[src/rtl/rabbit_dds_pkg.sv]
// Shared constants and state encoding for the Rabbit-to-DDS command word path.
package rabbit_dds_pkg;

  localparam int unsigned WORD_BITS = 184;
  localparam int unsigned NUM_BYTES = WORD_BITS / 8;
  localparam int unsigned CSUM_BITS = 8;

  typedef enum logic [1:0] {
    StIdle  = 2'd0,
    StRecv  = 2'd1,
    StCheck = 2'd2
  } rx_state_e;

endpackage

[src/rtl/edge_sync.sv]
// Multi-flop synchroniser for an asynchronous level, with single-cycle rise/fall pulses
// derived from the synchronised value against its one-cycle delayed copy.
module edge_sync #(
  parameter int unsigned Stages = 2
) (
  input  logic clk_i,
  input  logic rst_i,
  input  logic d_i,
  output logic level_o,
  output logic rise_o,
  output logic fall_o
);

  logic [Stages-1:0] sync_q, sync_d;
  logic              prev_q, prev_d;

  always_comb begin
    sync_d = {sync_q[Stages-2:0], d_i};
    prev_d = sync_q[Stages-1];
  end

  always_ff @(posedge clk_i) begin
    if (rst_i) begin
      sync_q <= '0;
      prev_q <= 1'b0;
    end else begin
      sync_q <= sync_d;
      prev_q <= prev_d;
    end
  end

  assign level_o = sync_q[Stages-1];
  assign rise_o  = sync_q[Stages-1] & ~prev_q;
  assign fall_o  = ~sync_q[Stages-1] & prev_q;

endmodule

[src/rtl/rabbit_word_receiver.sv]
// Receives a checksummed 184-bit command word from the Rabbit over a byte-wide strobe
// interface and holds the last good word for the sorter stage.
module rabbit_word_receiver
  import rabbit_dds_pkg::*;
#(
  parameter int unsigned TIMEOUT_CYC = 10000,
  parameter int unsigned SYNC_STAGES = 2
) (
  input  logic                 ten_MHz_ext_2,
  input  logic                 reset,
  input  logic [7:0]           rabbit_data,
  input  logic                 rabbit_strobe,
  input  logic                 rabbit_frame,
  output logic [WORD_BITS-1:0] full_184_bit_in,
  output logic                 word_valid,
  output logic                 rabbit_ack,
  output logic                 frame_err,
  output logic [7:0]           good_count
);

  localparam int unsigned CntW = $clog2(NUM_BYTES + 1);
  localparam int unsigned TmoW = $clog2(TIMEOUT_CYC + 1);
  localparam logic [CntW-1:0] CsumIdx = CntW'(NUM_BYTES);
  localparam logic [TmoW-1:0] TmoLast = TmoW'(TIMEOUT_CYC - 1);

  logic strobe_rise, strobe_level_unused, strobe_fall_unused;
  logic frame_rise, frame_fall, frame_level_unused;

  edge_sync #(
    .Stages (SYNC_STAGES)
  ) u_strobe_sync (
    .clk_i   (ten_MHz_ext_2),
    .rst_i   (reset),
    .d_i     (rabbit_strobe),
    .level_o (strobe_level_unused),
    .rise_o  (strobe_rise),
    .fall_o  (strobe_fall_unused)
  );

  edge_sync #(
    .Stages (SYNC_STAGES)
  ) u_frame_sync (
    .clk_i   (ten_MHz_ext_2),
    .rst_i   (reset),
    .d_i     (rabbit_frame),
    .level_o (frame_level_unused),
    .rise_o  (frame_rise),
    .fall_o  (frame_fall)
  );

  rx_state_e            state_q, state_d;
  logic [WORD_BITS-1:0] shift_q, shift_d;
  logic [CntW-1:0]      cnt_q, cnt_d;
  logic [CSUM_BITS-1:0] csum_q, csum_d;
  logic [TmoW-1:0]      tmo_q, tmo_d;
  logic                 match_q, match_d;
  logic [WORD_BITS-1:0] word_q, word_d;
  logic                 valid_q, valid_d;
  logic                 ack_q, ack_d;
  logic                 err_q, err_d;
  logic [7:0]           good_q, good_d;

  always_comb begin
    state_d = state_q;
    shift_d = shift_q;
    cnt_d   = cnt_q;
    csum_d  = csum_q;
    tmo_d   = tmo_q;
    match_d = match_q;
    word_d  = word_q;
    valid_d = 1'b0;
    ack_d   = ack_q;
    err_d   = err_q;
    good_d  = good_q;

    case (state_q)
      StIdle: begin
        if (frame_rise) begin
          shift_d = '0;
          cnt_d   = '0;
          csum_d  = '0;
          tmo_d   = '0;
          err_d   = 1'b0;
          state_d = StRecv;
        end
      end
      StRecv: begin
        // Priority: restart, then abort on frame drop, then byte, then timeout.
        if (frame_rise) begin
          shift_d = '0;
          cnt_d   = '0;
          csum_d  = '0;
          tmo_d   = '0;
          err_d   = 1'b0;
        end else if (frame_fall) begin
          err_d   = 1'b1;
          state_d = StIdle;
        end else if (strobe_rise) begin
          tmo_d = '0;
          ack_d = ~ack_q;
          if (cnt_q == CsumIdx) begin
            match_d = (rabbit_data == csum_q);
            state_d = StCheck;
          end else begin
            shift_d = {shift_q[WORD_BITS-CSUM_BITS-1:0], rabbit_data};
            csum_d  = csum_q ^ rabbit_data;
            cnt_d   = cnt_q + CntW'(1);
          end
        end else if (tmo_q == TmoLast) begin
          err_d   = 1'b1;
          state_d = StIdle;
        end else begin
          tmo_d = tmo_q + TmoW'(1);
        end
      end
      StCheck: begin
        if (match_q) begin
          word_d  = shift_q;
          valid_d = 1'b1;
          good_d  = good_q + 8'd1;
        end else begin
          err_d = 1'b1;
        end
        state_d = StIdle;
      end
      default: state_d = StIdle;
    endcase
  end

  always_ff @(posedge ten_MHz_ext_2) begin
    if (reset) begin
      state_q <= StIdle;
      shift_q <= '0;
      cnt_q   <= '0;
      csum_q  <= '0;
      tmo_q   <= '0;
      match_q <= 1'b0;
      word_q  <= '0;
      valid_q <= 1'b0;
      ack_q   <= 1'b0;
      err_q   <= 1'b0;
      good_q  <= '0;
    end else begin
      state_q <= state_d;
      shift_q <= shift_d;
      cnt_q   <= cnt_d;
      csum_q  <= csum_d;
      tmo_q   <= tmo_d;
      match_q <= match_d;
      word_q  <= word_d;
      valid_q <= valid_d;
      ack_q   <= ack_d;
      err_q   <= err_d;
      good_q  <= good_d;
    end
  end

  assign full_184_bit_in = word_q;
  assign word_valid      = valid_q;
  assign rabbit_ack      = ack_q;
  assign frame_err       = err_q;
  assign good_count      = good_q;

endmodule

[config.mk]
export PLATFORM = sky130hd
export DESIGN_NAME = rabbit_word_receiver
export DESIGN_NICKNAME = d
export VERILOG_FILES = /design/src/rtl/rabbit_dds_pkg.sv /design/src/rtl/edge_sync.sv /design/src/rtl/rabbit_word_receiver.sv
export SDC_FILE = /design/constraint.sdc
export NUM_CORES = 1
export LEC_CHECK = 0
export CAP_MARGIN = 10
export CORE_MARGIN = 1
export CORE_UTILIZATION = 49
export DETAILED_ROUTE_END_ITERATION = 10
export HOLD_SLACK_MARGIN = 0.06
export PLACE_DENSITY = 0.71
export SYNTH_ARGS = -nofsm -noshare
export SYNTH_HDL_FRONTEND = slang
export SYNTH_SLANG_ARGS = --single-unit
[constraint.sdc]
create_clock -name ten_MHz_ext_2 -period 2.2 [get_ports ten_MHz_ext_2]
set_input_delay 0.44 -clock ten_MHz_ext_2 [delete_from_list [all_inputs] [get_ports ten_MHz_ext_2]]
set_output_delay 0.44 -clock ten_MHz_ext_2 [all_outputs]
set_load 0.02 [all_outputs]
After elaboration in Yosys (flattened, before gate mapping). Cells that the tools add are included.

Add/subtract/negate cells: 3. Eq/ne operators: 16. Mux-type cells: 39. Bitwise operators: 11. Reduce and logical (&&, ||, !) cells: 11.

Operator list (number): $mux 184 (5); $pmux 184 s2 (1); $mux 14 (5); $mux 8 (5); $pmux 14 s2 (1); $mux 5 (5); $ne 4x4->1 const B (5); $pmux 8 s2 (1); $reduce_and 5->1 (3); $add 14x1->14 const B (1); $eq 14x14->1 const B (1); $mux 2 (6); $reduce_and 4->1 (3); $pmux 5 s2 (1); $ne 3x3->1 const B (3); $add 8x1->8 const B (1); $eq 8x8->1 (1); $xor 8x8->8 (1); $mux 1 (7); $not 1->1 (7); $ne 2x2->1 const B (3); $add 5x1->5 const B (1); $eq 5x5->1 const B (1); $pmux 2 s2 (1); 9 further kinds (11).

Register bits: 415. Bits of input ports: 12. Output and inout port bits: 195. Word-level logic and storage cells: 95.

Longest topological paths before layout. Gate-level depths: netlist of run 1.

Depth in word-level cells: 6. Mapped depth: 11. Gate-level depth less buffers: 7.

Modules after synthesis. A second synthesis of run 1 with hierarchy kept.

Cell total of the unflattened synthesis: 1886. Area, all modules: 15160.8 um^2.

By module, submodules not included: rabbit_word_receiver (instances 1, cells an instance 1870, area each 14978.1 um^2, sequential area each 8187.9 um^2); edge_sync (instances 2, cells an instance 8, area each 91.3 um^2, sequential area each 60.1 um^2).

Worst setup path before layout of run 1. OpenSTA, ideal clock, no wires.

Kind: flip-flop to flip-flop. Start: reg state_q[1]. End: reg csum_q[0]. Library setup time: 0.087 ns. Data arrival time: 2.002 ns. Required time: 2.113 ns. Path slack: 0.110 ns. Stages on the path, launching flop included: 10. Path buffers: 2. Cell sequence: dfxtp_1 inv_1 ha_1 nand2b_1 a21o_1 clkbuf_1 nor2_2 buf_2 nand2_1 o31ai_1.

Word-level cells in the longest chain between the ends: 3. Elaborated cells on any way between the ends: 9. Those cells by class: 5 x eq/ne; 1 x mux; 3 x reduce/logical.

Ends and longest elaborated chain: from (decl) (line rabbit_word_receiver.sv:51) `rx_state_e state_q, state_d;`; from (signal assigned) (line rabbit_word_receiver.sv:132) `state_q <= StIdle;`; from (signal assigned) (line rabbit_word_receiver.sv:144) `state_q <= state_d;`; $eq 2x1->1 or $logic_not 2->1 (tied branches) (line rabbit_word_receiver.sv:76) `case (state_q)`; $ne 3x3->1 (no line), or another cell as far along; $reduce_and 5->1 (no line); to (signal assigned) (line rabbit_word_receiver.sv:147) `csum_q <= csum_d;`; to (decl) (line rabbit_word_receiver.sv:54) `logic [CSUM_BITS-1:0] csum_q, csum_d;`.

Parallel ways exist; a longest one is shown, timed or not. A chain may end at the register's enable or synchronous reset.

Worst setup path in the final report of run 1.
Start: reg tmo_q[6]. End: reg state_q[0].

Word-level cells in the longest chain between the ends: 3.

Ends and longest elaborated chain: from (decl) (line rabbit_word_receiver.sv:55) `logic [TmoW-1:0] tmo_q, tmo_d;`; from (signal assigned) (line rabbit_word_receiver.sv:148) `tmo_q <= tmo_d;`; $eq 14x14->1 (line rabbit_word_receiver.sv:109) `end else if (tmo_q == TmoLast) begin`; $ne 4x4->1 (no line); $reduce_and 4->1 (no line).

No other way between the ends.

==> metrics.txt, run 1 <==
drt first pass iters=6; crit path launch type=flop; hold_sp=reset; die width=178 um; sum of negative setup slack=0 ns; MaxCap Viol Count=0; Post-synth ARST share=0%; Starting DRT DRC Count=1190; Hold Path Sink=full_184_bit_in[58]; #FFs+latches synth=415; met2 Usage GRT=37.5%; Ports=207; drt total wl=38.5 mm; flop-to-flop setup slack=0.1 ns; first-pass GRT wire length=62.6 mm; Die ar.=31700 um2; Worst VDD drop=0.598 mV; Synth top area share=54.7%; Highest Clock Rate=476 MHz; IO Port Bufs=206; Worst R2R Start=tmo_q[6]; HP Class=in -> reg; largest net degree at the start of global routing=107; worst hold slack=0.254 ns; post-synthesis cell type count=45; Die Y=178 um; # H-tree levels=2; outcome=completed; CTS buffer count=42; yosys warns=0; vias in the first global route=12300; leakage power=6.24 nW; post-synthesis instance total=1893; Skew-Pair Late Insertion Delay=0.53 ns; floorplan row count=64; multi-input logic area=6220 um2; area leader, netlist=dfxtp_1; Rel. slew slack=67.8%; CP Max Fanout=5; hold depth=2; Post-route DRC=0; Reg clk slew, reported paths=0.06 ns; GR Overflow Total=0; fin util=63.1%; Initial Util=49.8%; GRT Total Usage=24.0%; GR peak layer=met2; CP endpoint kind=flop; Via density=5.46; syn_area_per_cell=8.02 um2; Max Buffers Root-to-Sink=3; met3 Use GR=4.69%; nets=2053; Reg area=8310 um2; crit path kind=reg -> reg; Worst EP required=2.61 ns; final setup vio count=0; share of layout cells above drive strength 1=6.64%; # fillers=2611; initial antenna violation count=1; R2R cell count=5; register area share after synthesis=54.7%; DP HPWL=24.0 mm; Synth-to-Final Area Change=26.8%; period utilization=95.5%; clock sink total=415; clock period minus worst slack=2.10 ns; slew at the pin closest to its max-slew limit=0.478 ns; Worst Path Arrival=2.51 ns; CTS root buffer=clkbuf_16; Fin. Hold Viols=0; leading register cell type out of synthesis=dfxtp_1; routed wire length per instance=15.7 um; Mapped Nets=1915; Final GP Congestion=0.817; largest cells by area after synthesis=dfxtp_1 55%, nand2_1 14%, a21oi_1 12%, nand3_1 6.5%, clkbuf_1 2.7%; GR Layer Usage met1=34.0%; CTS tree=built; RSZ-0062 raised after global routing=false; Vias=13400; Netlist Area Pre-Place=15200 um2; Power per Cell Area=880 nW/um2; Layout Skew=0.0169 ns; post-route ant nets=0; Final Slew Violations=0; worst r2r dst=state_q[0]; core area=30500 um2; number of enable flip-flop cells after synthesis=0
==> cell families after synthesis <==
family / count (synthesis) / share of synthesized area [%]
adder cells (fa/ha/maj): 10 / 0.824
buffers and inverters: 160 / 4.53
flip-flops: 415 / 54.7
AND/OR/NAND/NOR: 876 / 24.6
AO/OA/AOI/OAI: 410 / 14.0
multiplexers: 4 / 0.264
XOR/XNOR: 18 / 1.04
==> power by group <==
group          internal (mW)  switching [mW]  leakage (nW)
Clock                   4.84            2.94         0.758
Combinational          0.422            1.19          2.14
Sequential              7.54          0.0194          3.34
==> per-layer routing <==
metal,up-vias,share of wire (%)
met4,0,1.9
li1,6570,-
met5,-,0
met1,6360,45
met3,68,7.1
met2,426,46
==> worst max-delay path by stage <==
stage                                    from           end  slack (ns)  cells after the start
after floorplan                    state_q[1]     csum_q[0]        0.11                      9
after global placement             state_q[1]     csum_q[3]        0.14                      8
after detailed placement           state_q[1]     csum_q[2]       0.001                      8
after CTS                          state_q[1]     csum_q[2]       0.002                      8
after global routing      u_frame_sync.prev_q  shift_q[162]        0.02                      8
final                                tmo_q[6]    state_q[0]         0.1                      5
==> what timing repair did <==
item,4_1_cts,5_1_grt
setup endpoints to repair,0,205
resized for setup,0,9
hold buffers,0,0
buffers inserted,0,0
==> cells in the final DEF (no fill, tap or decap), types with 3 or more instances in the layout <==
cell,count
o31ai_1,10
nor2b_1,11
nand4_1,4
clkbuf_16,45
dfxtp_1,413
inv_1,6
and3_1,5
buf_12,21
buf_6,3
clkinv_2,8
xor2_1,11
clkdlybuf4s50_1,205
clkinvlp_4,3
nor2_1,42
a21o_1,3
buf_4,18
nor3_1,8
nand2_1,568
mux2i_1,4
ha_1,9
clkbuf_8,9
o21ai_0,12
clkbuf_1,3
a21oi_1,373
bufinv_16,7
xnor2_1,7
nand2b_1,17
nand3_1,197
==> Yosys cell counts, drive strengths merged (5+ instances only) <==
cell type	number
o31ai	10
and3	5
nor3	8
nand2	570
a21oi	375
buf	41
nor2	43
inv	6
xor2	11
nor2b	12
nand3	197
nand2b	19
dfxtp	415
xnor2	7
ha	10
o21ai	12
clkbuf	113
==> flip-flops by register name (all words and copies together), names as in the netlist, 2 cells and up <==
signal and cells:
tmo_q 14, u_strobe_sync.sync_q 2, u_frame_sync.sync_q 2, cnt_q 5
shift_q 184, csum_q 8, good_count 8, state_q 2
full_184_bit_in 184
==> critical path, stage by stage, from the launching register on <==
cell,delay (ns)
dfxtp_1,0.35
or4b_2,0.68
or4_4,0.46
a21oi_2,0.21
mux2i_1,0.23
nor2_1,0.06
==> area by class of cell <==
cell class,instances,area share [%]
clock inverter,19,1.46
sequential,415,43.2
antenna,1,0.0130
clock buffer,57,6.55
tap,396,2.57
timing repair buffer,248,13.8
inverter,6,0.117
multi-input combinational,1318,32.3
==> metrics by stage <==
step / instances / area [um2] / worst slack [ns] / power (mW)
2_1_floorplan: 1893 / 15200 / 0.110 / 8.74
3_3_place_gp: 2383 / 17700 / 0.143 / 9.28
3_5_place_dp: 2383 / 17700 / 0.00120 / 9.30
4_1_cts: 2459 / 19200 / 0.00208 / 17.0
5_1_grt: 2459 / 19300 / 0.0156 / 17.5
6_report: 2460 / 19300 / 0.0988 / 16.9
No activity file was read; power rests on OpenSTA's default activity.
==> run 2: changes to the inputs <==
--- a/config.mk
+++ b/config.mk
@@ -7,10 +7,10 @@
 export LEC_CHECK = 0
 export CAP_MARGIN = 10
 export CORE_MARGIN = 1
-export CORE_UTILIZATION = 49
+export CORE_UTILIZATION = 45
 export DETAILED_ROUTE_END_ITERATION = 10
 export HOLD_SLACK_MARGIN = 0.06
-export PLACE_DENSITY = 0.71
+export PLACE_DENSITY = 0.66
 export SYNTH_ARGS = -nofsm -noshare
 export SYNTH_HDL_FRONTEND = slang
 export SYNTH_SLANG_ARGS = --single-unit
==> run 2 against run 1 <==
  * Non-clock buffer count is 11 higher
  * Cell count is 2.5% higher
  * First-iteration DRC count is 10% lower
  * Sequential share of layout area is 0.40 points lower
  * Clock-buffer cell count is 1 higher
  * Setup slack hardly changed
  * Hold slack better by 0.035 ns
  * Register-to-register slack hardly changed
  * Critical path depth stayed put
  * Largest cell class unchanged
==> metrics.txt, run 2 (synthesized netlist as in run 1, its figures left out) <==
Die ar.=34500 um2 (+8.8%); CTS tree=built; # H-tree levels=2 (unchanged); crit path launch type=flop; Worst VDD drop=0.569 mV (-4.8%); sum of negative setup slack=0 ns (unchanged); GR Overflow Total=0 (unchanged); Power per Cell Area=871 nW/um2 (-1.0%); IO Port Bufs=206 (unchanged); Via density=5.29 (-3.0%); nets=2065 (+0.58%); P_sw=4.19 mW (+1.1%); Starting DRT DRC Count=1066 (-10%); slew at the pin closest to its max-slew limit=0.498 ns (+0.0199 ns); pre-CTS setup slack=0.0240 ns (+0.0228 ns); share of layout cells above drive strength 1=7.17% (+0.53 points); clock sink total=415 (unchanged); Post-route DRC=0 (unchanged); Ports=207 (unchanged); post-route ant nets=0 (unchanged); CP endpoint kind=flop; initial antenna violation count=0 (-1); GRT Total Usage=21.9% (-2.1 points); drt first pass iters=5 (-1); register share of total power=44.6% (about the same); combinational share of power=10.7% (+1.2 points); floorplan row count=66 (+3.1%); Max Buffers Root-to-Sink=3 (unchanged); CTS buffer count=43 (+2.4%); PnR worst setup slack=0.0986 ns (-0.000192 ns); Worst EP required=2.60 ns (about the same); drt total wl=39.4 mm (+2.3%); Layout Skew=0.0138 ns (-0.00309 ns); outcome=completed; Fin. Hold Viols=0 (unchanged); Rel. slew slack=66.8% (-1.0 points); core area=32900 um2 (+7.7%); vias in the first global route=12300 (+0.73%); HP Class=in -> reg; routed wire length per instance=15.6 um (-0.21%); switching share of power=24.7% (+0.29 points); final setup vio count=0 (unchanged); leakage power=6.31 nW (+1.2%); die width=186 um (+4.3%); CTS root buffer=clkbuf_16; largest net degree at the start of global routing=89 (-17%); Initial Util=46.2% (-3.6 points); Highest Clock Rate=476 MHz (about the same); CP Max Fanout=5 (unchanged); power share of the clock group=44.6% (-1.3 points); clock period minus worst slack=2.10 ns (+0.000192 ns); crit path kind=reg -> reg; first-pass GRT wire length=62.3 mm (-0.41%); commonest non-fill, non-tap cell in the layout=nand2_1; period utilization=95.5% (about the same); Worst Path Arrival=2.50 ns (about the same); Vias=13300 (-0.64%); Final GP Congestion=0.805 (-1.5%); Synth-to-Final Area Change=28.0%; RSZ-0062 raised after global routing=false; Int Power=12.7 mW (-0.47%); DP HPWL=24.3 mm (+1.2%); Skew-Pair Late Insertion Delay=0.53 ns (about the same); Die Y=186 um (+4.3%); most frequent cells in the layout=569 x nand2_1, 414 x dfxtp_1, 373 x a21oi_1; Reg clk slew, reported paths=0.06 ns (about the same); MaxCap Viol Count=0 (unchanged); Final Slew Violations=0 (unchanged)
## run 2: cell types whose count changed in the layout (fill, tap and decap cells not counted), sizes merged
cell      change
clkinvlp      -2
bufinv        -2
clkbuf        +5
buf           +7
diode         +1
clkinv        +6
## run 2: path summary, 6_finish.rpt
path	startpoint	to	slack (ns)	cells after the start
setup / recovery	tmo_q[6]	state_q[0]	0.1	5
hold / removal	reset	match_q	0.29	2
setup reg to reg	tmo_q[6]	state_q[0]	0.1	5
hold reg to reg	full_184_bit_in[114]	full_184_bit_in[114]	0.45	2
## run 2: power groups by stage
stage / Combinational, mW / Sequential [mW] / Clock [mW]
floorplan: 1.02 / 7.72 / 0
global placement: 1.58 / 7.72 / 0
detailed placement: 1.58 / 7.72 / 0
CTS: 1.60 / 7.55 / 7.73
global route: 1.95 / 7.55 / 8.02
finish: 1.82 / 7.56 / 7.56
## run 2: layout make-up
class	instances	area, um2
antenna	2	5.00
multi-input combinational	1318	6220
tap	442	553
inverter	6	22.5
sequential	415	8310
fill	3063	13400
timing repair buffer	259	2820
clock buffer	58	1260
clock inverter	21	236
## run 2: repair_timing
| item | in CTS | in global routing |
|---|---|---|
| endpoints found under the hold margin | 0 | 0 |
| pin swaps | 0 | 1 |
| hold buffers | 0 | 0 |
| endpoints found under the setup margin | 2 | 196 |
| setup buffers | 0 | 6 |
| cloned | 0 | 4 |
| gates resized for setup | 1 | 5 |
## run 2: layer usage
| layer | GRT usage, % | wire length (um) | vias up |
|---|---|---|---|
| met4 | 5.44 | 714 | 0 |
| li1 | - | - | 6603 |
| met1 | 31.0 | 18600 | 6318 |
| met5 | 0 | 0 | - |
| met2 | 34.4 | 17600 | 365 |
| met3 | 4.13 | 2420 | 52 |
## run 2: metrics by stage
step	hold WS, ns	instance area (um2)	power, mW	util, %	instances
2_1_floorplan	0.414	15200	8.74	-	1893
3_3_place_gp	0.429	17700	9.30	54.0	2430
3_5_place_dp	0.429	17700	9.30	54.0	2430
4_1_cts	0.267	19300	16.9	58.6	2509
5_1_grt	0.294	19400	17.5	59.1	2519
6_report	0.288	19400	16.9	59.1	2521
## run 2: worst max-delay path: stages (launching register included)
cell and delay (ns):
dfxtp_1 0.34, or4b_2 0.67, or4_4 0.46, a21oi_2 0.22, mux2i_1 0.22, nor2_1 0.05
